==> config.mk <==
export PLATFORM = sky130hd
export DESIGN_NAME = sample_feeder
export DESIGN_NICKNAME = d
export VERILOG_FILES = /design/src/rtl/sample_feeder_pkg.sv /design/src/rtl/feeder_skid.sv /design/src/rtl/sample_feeder.sv
export SDC_FILE = /design/constraint.sdc
export NUM_CORES = 1
export LEC_CHECK = 0
export BUFFER_PORTS_ARGS = -buffer_cell sky130_fd_sc_hd__buf_2
export CAP_MARGIN = 20
export CORE_MARGIN = 1.5
export CORE_UTILIZATION = 45
export DETAILED_ROUTE_END_ITERATION = 7
export PLACE_DENSITY = 0.69
export SLEW_MARGIN = 0
export SYNTH_ARGS = -nofsm -noshare
export SYNTH_HDL_FRONTEND = slang
export SYNTH_SLANG_ARGS = --single-unit
export TNS_END_PERCENT = 50
==> constraint.sdc <==
create_clock -name clk -period 1.6 [get_ports clk]
set_input_delay 0.16 -clock clk [delete_from_list [all_inputs] [get_ports clk]]
set_output_delay 0.16 -clock clk [all_outputs]
set_load 0.05 [all_outputs]
==> src/rtl/sample_feeder_pkg.sv <==
// Shared types and default sizing for the ADC sample feeder.
package sample_feeder_pkg;

  typedef enum logic [1:0] {
    WAIT_INIT = 2'd0,
    PULSE     = 2'd1,
    RUN       = 2'd2
  } state_e;

  localparam int DEF_DATA_W      = 16;
  localparam int DEF_INIT_CYCLES = 16383;
  localparam int DEF_CNT_W       = 16;

endpackage

==> src/rtl/feeder_skid.sv <==
// One-entry hold register in front of the FIFO: decides write / hold / drop
// each cycle and keeps the saturating drop counter and sticky overflow flag.
module feeder_skid #(
  parameter int DATA_W = 16,
  parameter int CNT_W  = 16
) (
  input  logic              clk,
  input  logic              rst_n,
  input  logic              en_i,
  input  logic              flush_i,
  input  logic [DATA_W-1:0] adc_data_i,
  input  logic              adc_valid_i,
  input  logic              fifo_afull_i,
  output logic [DATA_W-1:0] data_o,
  output logic              wrreq_o,
  output logic [CNT_W-1:0]  drop_cnt_o,
  output logic              overflow_o
);

  logic [DATA_W-1:0] hold_data_q, hold_data_d;
  logic              hold_valid_q, hold_valid_d;
  logic [DATA_W-1:0] data_q, data_d;
  logic              wrreq_q, wrreq_d;
  logic [CNT_W-1:0]  drop_cnt_q;
  logic              overflow_q;
  logic              drop;

  always_comb begin
    hold_data_d  = hold_data_q;
    hold_valid_d = hold_valid_q;
    data_d       = data_q;
    wrreq_d      = 1'b0;
    drop         = 1'b0;
    if (flush_i) begin
      hold_valid_d = 1'b0;
    end else if (en_i) begin
      if (!fifo_afull_i) begin
        // Held sample always goes first so arrival order is preserved.
        if (hold_valid_q) begin
          data_d       = hold_data_q;
          wrreq_d      = 1'b1;
          hold_valid_d = adc_valid_i;
          if (adc_valid_i) hold_data_d = adc_data_i;
        end else if (adc_valid_i) begin
          data_d  = adc_data_i;
          wrreq_d = 1'b1;
        end
      end else if (adc_valid_i) begin
        if (hold_valid_q) begin
          drop = 1'b1;
        end else begin
          hold_data_d  = adc_data_i;
          hold_valid_d = 1'b1;
        end
      end
    end
  end

  always_ff @(posedge clk or negedge rst_n) begin
    if (!rst_n) begin
      hold_data_q  <= '0;
      hold_valid_q <= 1'b0;
      data_q       <= '0;
      wrreq_q      <= 1'b0;
      drop_cnt_q   <= '0;
      overflow_q   <= 1'b0;
    end else begin
      hold_data_q  <= hold_data_d;
      hold_valid_q <= hold_valid_d;
      data_q       <= data_d;
      wrreq_q      <= wrreq_d;
      if (drop) begin
        overflow_q <= 1'b1;
        if (drop_cnt_q != '1) drop_cnt_q <= drop_cnt_q + CNT_W'(1);
      end
    end
  end

  assign data_o     = data_q;
  assign wrreq_o    = wrreq_q;
  assign drop_cnt_o = drop_cnt_q;
  assign overflow_o = overflow_q;

endmodule

==> src/rtl/sample_feeder.sv <==
// ADC-to-FIFO feeder: waits INIT_CYCLES after reset, pulses rst_proc once,
// then streams samples through a one-entry skid register.
module sample_feeder
  import sample_feeder_pkg::*;
#(
  parameter int DATA_W      = DEF_DATA_W,
  parameter int INIT_CYCLES = DEF_INIT_CYCLES,
  parameter int CNT_W       = DEF_CNT_W
) (
  input  logic              clk,
  input  logic              rst_geral_n,
  input  logic              restart,
  input  logic [DATA_W-1:0] adc_data,
  input  logic              adc_valid,
  input  logic              fifo_afull,
  output logic [DATA_W-1:0] data,
  output logic              wrreq,
  output logic              rst_proc,
  output logic              running,
  output logic [CNT_W-1:0]  drop_cnt,
  output logic              overflow
);

  localparam int              CW      = (INIT_CYCLES < 1) ? 1 : $clog2(INIT_CYCLES + 1);
  localparam logic [CW-1:0]   CNT_END = CW'(INIT_CYCLES);

  state_e        state_q;
  logic [CW-1:0] cnt_q;
  logic          rst_proc_q;
  logic          running_q;

  // restart is checked first so it also suppresses a pending PULSE.
  always_ff @(posedge clk or negedge rst_geral_n) begin
    if (!rst_geral_n) begin
      state_q    <= WAIT_INIT;
      cnt_q      <= '0;
      rst_proc_q <= 1'b0;
      running_q  <= 1'b0;
    end else begin
      rst_proc_q <= 1'b0;
      if (restart) begin
        state_q   <= WAIT_INIT;
        cnt_q     <= '0;
        running_q <= 1'b0;
      end else begin
        case (state_q)
          WAIT_INIT: begin
            if (cnt_q == CNT_END) state_q <= PULSE;
            else                  cnt_q   <= cnt_q + CW'(1);
          end
          PULSE: begin
            state_q    <= RUN;
            rst_proc_q <= 1'b1;
            running_q  <= 1'b1;
          end
          RUN:     state_q <= RUN;
          default: state_q <= WAIT_INIT;
        endcase
      end
    end
  end

  feeder_skid #(
    .DATA_W (DATA_W),
    .CNT_W  (CNT_W)
  ) u_skid (
    .clk          (clk),
    .rst_n        (rst_geral_n),
    .en_i         (running_q),
    .flush_i      (restart),
    .adc_data_i   (adc_data),
    .adc_valid_i  (adc_valid),
    .fifo_afull_i (fifo_afull),
    .data_o       (data),
    .wrreq_o      (wrreq),
    .drop_cnt_o   (drop_cnt),
    .overflow_o   (overflow)
  );

  assign rst_proc = rst_proc_q;
  assign running  = running_q;

endmodule

==> results.json, run 1 <==
{
  "critPathKind": "register to register",
  "path_cells": "nand4_1 > buf_4 > or4_4 > mux2i_4 > nor2_1",
  "syn_area_per_cell_um2": 11.0,
  "seq_area_frac_synth_pct": 54.3,
  "worst_slack_ns": -0.0438,
  "grt-ovfl-total": 0,
  "crit_required_ns": 1.87,
  "die_area_um2": 7580,
  "initialDrtViolationCount": 58,
  "h-tree-depth": 3,
  "status": "finished with violations",
  "finalSetupTns_ns": -0.0749,
  "cap_violations": 0,
  "yosysTopAreaCell": "dfrtp_1",
  "antenna_left": 0,
  "hold_violations": 0,
  "synth_cell_type_count": 39,
  "cp-end-kind": "register",
  "synth_area_leaders": "dfrtp_1 54%, mux2i_1 5.4%, a21oi_1 4.6%",
  "core_area_um2": 6790,
  "rsz0062_at_grt": "true",
  "min_path_type": "input pin to register",
  "period_needed_ns": 1.64,
  "cts_root_buf": "clkbuf_8",
  "cp-start-kind": "register",
  "via_per_inst": 5.13,
  "critPathMaxStageDelay_ns": 0.53,
  "cts_tree": "yes",
  "skew_ns": 0.00755,
  "grt_first_pass_wirelength_um": 11400,
  "yosys.cell_count.top_type": "dfrtp_1",
  "ys_warn_count": 0,
  "drive_gt1_share_pct": 43.0,
  "fill_cells": 548,
  "placed_area_um2": 3980,
  "synth_cells": 289,
  "die_y_um": 87.0,
  "clkLatencyLatePin_ns": 0.34,
  "max_freq_ghz": 0.608,
  "syn2layout_area_growth_pct": 36.1,
  "synth-async-reset-ratio_pct": 100,
  "ir_drop_mv": 0.669,
  "drc_errors": 0,
  "final_area_um2": 4320,
  "synth_top_cell_area_share_pct": 54.3,
  "p_per_area_nw_per_um2": 1360,
  "critPathLaunch": "cnt_q[6]",
  "synth_common_cells": "69 x dfrtp_1, 34 x nor2_1, 29 x a21oi_1",
  "grt_max_degree": 70,
  "synthFlopType": "dfrtp_1",
  "diodes": 0,
  "ys_ff_latch": 69,
  "setup_viol": 3,
  "synth_edf_count": 0,
  "hpwl_um": 4770,
  "r2r_slack_ns": -0.04,
  "first_pass_iters": 4,
  "slowest_stage": "or4_4",
  "io_pins": 57,
  "setup.worst_path.end": "cnt_q[13]",
  "relSlewSlack_pct": 75.5,
  "fp.dieW_um": 87.0,
  "crit_fanout": 3,
  "num_rows": 30,
  "antenna_found_initial": 0,
  "critPathArrivalTime_ns": 1.91,
  "hold_depth": 2,
  "reg2reg_depth": 5,
  "clockBufferDepth": 2,
  "crit_family": "simple AND/OR/NAND/NOR gates",
  "synthesis.nets": 315,
  "drv_slew": 0,
  "violations": "setup timing",
  "syn-cell-area_um2": 3180,
  "hold_ws_ns": 0.0534,
  "tightest_slew_ns": 0.368,
  "portBuffers": 56,
  "clk_pin_slew_ns": 0.08,
  "leakagePower_nw": 2.01,
  "r2r-end": "cnt_q[13]",
  "reg2reg_from": "cnt_q[6]",
  "cts.sinks": 69,
  "drt-total-wl_um": 6900,
  "vias": 2545,
  "final_nets": 421,
  "start_util_pct": 46.8,
  "worst-path-stages": 5,
  "period_share_pct": 103,
  "grt_pass1_vias": 2474,
  "gr-usage-all-layers_pct": 19.4,
  "place.gp.congestion": 0.838,
  "cts_buffers": 9,
  "crit_buf_inv": 1,
  "routedWlPerCell_um": 13.9
}
[metal layers]
metal / GRT usage [%] / up-vias / share of wire [%]
met5: 0 / - / 0
met4: 5.13 / 0 / 1.1
met3: 5.40 / 9 / 3.9
met2: 32.2 / 49 / 50
met1: 25.0 / 1242 / 45
li1: - / 1245 / -
[layout by cell type (no fill, tap or decap), types with 3 or more instances in the layout]
master / Yosys / routed
mux2_1: 12 / 11
or4_4: 0 / 4
buf_4: 1 / 42
and4_1: 3 / 3
inv_1: 6 / 4
a31oi_1: 3 / 3
dfrtp_1: 69 / 52
nor3_1: 3 / 3
o31ai_1: 4 / 4
nand4_1: 11 / 11
dfrtp_2: 0 / 17
nand3_1: 9 / 6
nand2_1: 23 / 22
clkbuf_8: 0 / 9
buf_6: 0 / 3
nor4_4: 1 / 3
buf_12: 0 / 3
xnor2_1: 16 / 15
mux2_2: 7 / 7
nor2_1: 34 / 32
buf_2: 3 / 56
ha_4: 0 / 3
mux2i_1: 17 / 16
a21oi_1: 29 / 27
[registers in the layout, indices dropped and copies added (netlist names)]
signal	count
u_skid.overflow_o	1
u_skid.drop_cnt_o	16
u_skid.hold_valid_q	1
u_skid.wrreq_o	1
u_skid.hold_data_q	16
running	1
cnt_q	14
rst_proc	1
u_skid.data_o	16
state_q	2
[repair_timing]
action | 4_1_cts | 5_1_grt
gates resized for setup | 13 | 11
hold buffers | 1 | 0
cloned | 0 | 0
pin swaps | 6 | 9
buffers inserted | 2 | 3
setup endpoints to repair | 13 | 24
hold endpoints to repair | 69 | 0
[worst reg2reg max path: cells and delay by family, from the launching register on]
family	cells	cell delay [ns]
buffers and inverters	1	0.20
muxes	1	0.20
and+or+nand+nor	3	0.80
DFF	1	0.37
[logic make-up (layout without fill, tap and decap cells)]
| family | Yosys count | count (layout) | synth area share (%) |
|---|---|---|---|
| adder cells (fa/ha/maj) | 5 | 5 | 1.97 |
| AND/OR/NAND/NOR | 104 | 104 | 17.4 |
| flip-flops | 69 | 69 | 54.3 |
| AO/OA/AOI/OAI | 42 | 42 | 7.44 |
| XOR/XNOR | 17 | 17 | 4.68 |
| buffers and inverters | 16 | 127 | 2.13 |
| multiplexers | 36 | 36 | 12.1 |
[worst min path at each step]
stage                                         to  slack, ns         start
after floorplan                         cnt_q[0]      -0.14   rst_geral_n
after global placement     u_skid.drop_cnt_o[11]       0.21   rst_geral_n
after detailed placement   u_skid.drop_cnt_o[11]       0.21   rst_geral_n
after CTS                 u_skid.hold_data_q[14]       0.04  adc_data[14]
after global routing       u_skid.hold_data_q[5]       0.04   adc_data[5]
final                     u_skid.hold_data_q[14]       0.05  adc_data[14]
[final cells by class]
cell class,count,area [µm²],share of cell area [%]
clock inverter,7,73.8,1.71
sequential,69,1750,40.4
inverter,6,22.5,0.521
multi-input combinational,204,1540,35.5
timing repair buffer,105,699,16.2
tap,96,120,2.78
clock buffer,9,124,2.86
[stage by stage]
| stage | instances | setup slack [ns] | total power [mW] | util (%) |
|---|---|---|---|---|
| floorplan | 289 | -0.146 | 3.80 | - |
| global route | 496 | -0.134 | 6.22 | 63.6 |
| global placement | 475 | -0.0834 | 4.34 | 58.6 |
| finish | 496 | -0.0438 | 5.89 | 63.6 |
| detailed placement | 475 | -0.186 | 4.41 | 58.6 |
| CTS | 494 | -0.00761 | 5.93 | 62.8 |
[power breakdown]
group	switching [mW]	internal [mW]	leakage (nW)	total, mW
combinational	1.37	0.716	1.02	2.09
clock	0.708	0.725	0.0996	1.43
sequential	0.216	2.16	0.894	2.37
total	2.29	3.60	2.01	5.89
Power figures use the tool's default switching activity.
==> run 2: changes to the inputs <==
- ABC_CLOCK_PERIOD_IN_PS: unset -> 2050
- HOLD_SLACK_MARGIN: unset -> 0.1
- PLACE_DENSITY: 0.69 -> 0.67
- clock period: 1.6 -> 2.05 ns (I/O delays scaled with it)
==> run 2 against run 1 <==
Compared with the run above:
- the run now ends clean
- sequential power shrank 21%
- flip-flop and latch count did not move
- utilization is 6.4 points lower
- global-route usage is 2.0 points lower
- via count decreased by 6.3%
- critical path depth increased by 2
- power fell by 28%
- setup slack better by 0.17 ns
- wire length down 10%
- die area unchanged
- worst hold slack improved by 0.066 ns
==> results.json, run 2 (synthesis results as in run 1) <==
{
  "status": "finished clean",
  "portBuffers": 56,
  "leakagePower_nw": 1.82,
  "place.gp.congestion": 0.772,
  "p_total_mw": 4.23,
  "multi_input_area_um2": 1390,
  "finalSetupTns_ns": 0,
  "cap_violations": 0,
  "grt-ovfl-total": 0,
  "vias": 2385,
  "hold_violations": 0,
  "setup_viol": 0,
  "hpwl_um": 4300,
  "max_freq_ghz": 0.520,
  "clkLatencyLatePin_ns": 0.33,
  "tightest_slew_ns": 0.665,
  "period_needed_ns": 1.92,
  "cts_buffers": 9,
  "crit_fanout": 9,
  "syn2layout_area_growth_pct": 22.4,
  "crit_required_ns": 2.31,
  "cts_tree": "yes",
  "num_rows": 30,
  "layout_commonest_cell": "dfrtp_1",
  "postLayoutCoreUtil_pct": 57.3,
  "final_nets": 392,
  "period_share_pct": 93.8,
  "skew_ns": 0.00555,
  "drv_slew": 0,
  "cp-start-kind": "register",
  "rsz0062_at_grt": "false",
  "die_area_um2": 7580,
  "cts_setup_buffers": 0,
  "clk_pin_slew_ns": 0.07,
  "drc_errors": 0,
  "routedWlPerCell_um": 13.3,
  "initialDrtViolationCount": 78,
  "grt_first_pass_wirelength_um": 10300,
  "grt_max_degree": 34,
  "core_area_um2": 6790,
  "start_util_pct": 46.8,
  "ir_drop_mv": 0.803,
  "path_cells": "ha_1 > nand4_2 > nor4_4 > nand2b_1 > buf_4 > or4_1 > a21oi_1",
  "gr-usage-all-layers_pct": 17.4,
  "antenna_found_initial": 0,
  "clockBufferDepth": 2,
  "p_per_area_nw_per_um2": 1090,
  "drt-total-wl_um": 6180,
  "grt_pass1_vias": 2257,
  "fill_cells": 605,
  "relSlewSlack_pct": 55.6,
  "slowest_stage": "or4_1",
  "via_per_inst": 5.12,
  "antenna_left": 0,
  "final_cell_mix": "69 x dfrtp_1, 56 x buf_2, 34 x nor2_1",
  "io_pins": 57,
  "critPathArrivalTime_ns": 2.18,
  "crit_buf_inv": 1,
  "cts.sinks": 69,
  "fp.dieW_um": 87.0,
  "h-tree-depth": 3,
  "critPathKind": "register to register",
  "drive_gt1_share_pct": 24.9,
  "cts_root_buf": "clkbuf_8",
  "register_area_um2": 1730,
  "diodes": 0,
  "crit_family": "simple AND/OR/NAND/NOR gates",
  "critPathMaxStageDelay_ns": 0.47,
  "cp-end-kind": "register",
  "die_y_um": 87.0,
  "min_path_type": "input pin to register",
  "first_pass_iters": 4
}
## run 2: cell type report
type	count	area share, %
multi-input cells	204	35.8
inverters	6	0.579
repair buffers	76	12.2
flip-flops and latches	69	44.4
clock inverters	5	0.740
clock buffers	10	3.28
well taps	96	3.09
## run 2: power by group
| group | total (mW) | internal (mW) | switching [mW] |
|---|---|---|---|
| Clock | 0.911 | 0.426 | 0.485 |
| Combinational | 1.45 | 0.449 | 1.01 |
| Sequential | 1.87 | 1.68 | 0.181 |
## run 2: worst register-to-register path, cell delays in order, from the launching register on
cell	delay, ns
dfrtp_1	0.42
ha_1	0.25
nand4_2	0.16
nor4_4	0.08
nand2b_1	0.16
buf_4	0.16
or4_1	0.47
a21oi_1	0.15
## run 2: worst paths after layout
check                                        from                    end  slack (ns)  depth (start not counted)
worst max-delay path                     cnt_q[0]              cnt_q[11]        0.13                          7
worst min-delay path                  adc_data[6]  u_skid.hold_data_q[6]        0.12                          2
worst max register to register           cnt_q[0]              cnt_q[11]        0.13                          7
worst min register to register  u_skid.overflow_o      u_skid.overflow_o        0.47                          1
max in group asynchronous             rst_geral_n               cnt_q[4]        0.99                          3
min in group asynchronous             rst_geral_n  u_skid.drop_cnt_o[10]        0.43                          2
## run 2: metal layers
metal	vias up	share of wire (%)	GRT usage, %
met1	1153	48	23.0
met5	-	0	0
li1	1186	-	-
met4	0	0.82	6.45
met2	40	48	27.6
met3	6	3.6	4.36
## run 2: through the flow
step | instance area, µm² | setup WS (ns) | cells | hold WS [ns]
final | 3890 | 0.127 | 466 | 0.119
after global routing | 3890 | 0.0471 | 466 | 0.114
after CTS | 3890 | 0.116 | 466 | 0.102
after detailed placement | 3610 | 0.115 | 439 | 0.274
after global placement | 3610 | 0.186 | 439 | 0.269
after floorplan | 3180 | 0.0766 | 289 | -0.0906
## run 2: what timing repair did
item / CTS / global route
gates resized for setup: 0 / 0
hold buffers: 12 / 0
endpoints found under the hold margin: 37 / 0
==> run 3: changes to the inputs <==
--- a/config.mk
+++ b/config.mk
@@ -9,5 +9,6 @@
 export BUFFER_PORTS_ARGS = -buffer_cell sky130_fd_sc_hd__buf_2
-export CAP_MARGIN = 20
+export CAP_MARGIN = 15
 export CORE_MARGIN = 1.5
 export CORE_UTILIZATION = 45
+export CTS_CLUSTER_SIZE = 24
 export DETAILED_ROUTE_END_ITERATION = 7
==> constraint.sdc (replaced) <==
create_clock -name clk -period 2.05 [get_ports clk]
set_input_delay 0.1025 -clock clk [delete_from_list [all_inputs] [get_ports clk]]
set_output_delay 0.1025 -clock clk [all_outputs]
set_load 0.05 [all_outputs]
==> run 3 against run 2 <==
Compared with the run above:
- power is 9.8% higher
- critical endpoint unchanged
- largest cell class unchanged
- worst hold slack better by 0.0073 ns
- final cell count grew 1.1%
- maximum frequency increased by 1.8%
==> results.json, run 3 (synthesis results as in run 1) <==
{
  "slowest_stage": "or4_1",
  "crit_fanout": 9,
  "portBuffers": 56,
  "start_util_pct": 46.8,
  "grt_max_degree": 34,
  "crit_family": "simple AND/OR/NAND/NOR gates",
  "routedWlPerCell_um": 13.6,
  "final_cell_mix": "69 x dfrtp_1, 56 x buf_2, 34 x nor2_1",
  "drive_gt1_share_pct": 24.8,
  "grt_use_met2_pct": 26.9,
  "cts.sinks": 69,
  "p_total_mw": 4.65,
  "critPathArrivalTime_ns": 2.16,
  "period_share_pct": 92.1,
  "gr-usage-all-layers_pct": 18.0,
  "skew_ns": 0.00726,
  "die_y_um": 87.0,
  "cts_buffers": 9,
  "crit_required_ns": 2.32,
  "rsz0062_at_grt": "false",
  "met3_usage_pct": 4.27,
  "relSlewSlack_pct": 56.9,
  "place.gp.congestion": 0.773,
  "drc_errors": 0,
  "max_freq_ghz": 0.530,
  "path_cells": "ha_2 > nand4_2 > nor4_4 > nand2b_1 > buf_4 > or4_1 > a21oi_1",
  "grt_use_met1_pct": 24.5,
  "final_nets": 397,
  "clkLatencyLatePin_ns": 0.34,
  "layout_commonest_cell": "dfrtp_1",
  "tightest_slew_ns": 0.647,
  "postLayoutCoreUtil_pct": 59.2,
  "first_pass_iters": 4,
  "setup_viol": 0,
  "dp_worst_setup_slack_ns": 0.115,
  "period_needed_ns": 1.89,
  "cap_violations": 0,
  "diodes": 0,
  "cp-end-kind": "register",
  "critPathKind": "register to register",
  "syn2layout_area_growth_pct": 26.7,
  "antenna_found_initial": 0,
  "grt-ovfl-total": 0,
  "initialDrtViolationCount": 114,
  "busiest_layer": "met2",
  "io_pins": 57,
  "drt-total-wl_um": 6410,
  "cts_tree": "yes",
  "clk_pin_slew_ns": 0.07,
  "finalSetupTns_ns": 0,
  "register_area_um2": 1730,
  "hpwl_um": 4200,
  "critPathMaxStageDelay_ns": 0.46,
  "crit_buf_inv": 1,
  "p_per_area_nw_per_um2": 1150,
  "grt_pass1_vias": 2268,
  "leakagePower_nw": 1.87,
  "die_area_um2": 7580,
  "clockBufferDepth": 2,
  "worst_slack_ns": 0.162,
  "grt_first_pass_wirelength_um": 10500,
  "multi_input_area_um2": 1400,
  "hold_violations": 0,
  "h-tree-depth": 3,
  "min_path_type": "input pin to register",
  "cts_setup_buffers": 0,
  "antenna_left": 0,
  "ir_drop_mv": 0.681,
  "fill_cells": 554,
  "fp.dieW_um": 87.0,
  "cp-start-kind": "register",
  "vias": 2432,
  "drv_slew": 0,
  "num_rows": 30,
  "cts_root_buf": "clkbuf_8",
  "core_area_um2": 6790,
  "via_per_inst": 5.16,
  "status": "finished clean"
}
[run 3: tightest hold or removal path: stages]
cell and delay (ns):
buf_2 0.12, o21ai_0 0.07, a21oi_1 0.13
[run 3: through the flow]
step	instance area [µm²]	cells	hold WS, ns
floorplan	3180	289	-0.193
global placement	3610	438	0.166
detailed placement	3610	438	0.171
CTS	4020	471	0.123
global route	4030	471	0.143
finish	4030	471	0.126
[run 3: final timing paths]
kind / slack [ns] / cells past startpoint / startpoint / end
worst max register to register: 0.16 / 7 / cnt_q[0] / cnt_q[11]
worst min register to register: 0.48 / 1 / u_skid.overflow_o / u_skid.overflow_o
worst max-delay path: 0.16 / 7 / cnt_q[0] / cnt_q[11]
min in group asynchronous: 0.31 / 2 / rst_geral_n / u_skid.drop_cnt_o[10]
worst min-delay path: 0.13 / 3 / adc_valid / u_skid.hold_valid_q
max in group asynchronous: 1.13 / 3 / rst_geral_n / state_q[1]
[run 3: area by class of cell]
cell class,count,area share (%)
tap,96,2.98
timing repair buffer,81,13.1
clock buffer,9,3.08
multi-input combinational,204,34.7
clock inverter,6,2.77
inverter,6,0.560
sequential,69,42.9
[run 3: per-layer routing]
metal	vias up	share of wire, %
met2	52	46
met1	1174	47
met3	13	4.2
met5	-	0
li1	1193	-
met4	0	2.1
[run 3: repair_timing]
action,4_1_cts,5_1_grt
gates resized for setup,0,1
endpoints found under the setup margin,0,1
hold buffers,18,0
endpoints found under the hold margin,59,0
[run 3: where the power goes]
part | switching (mW) | internal [mW]
combinational | 1.00 | 0.455
sequential | 0.179 | 1.68
clock | 0.521 | 0.803
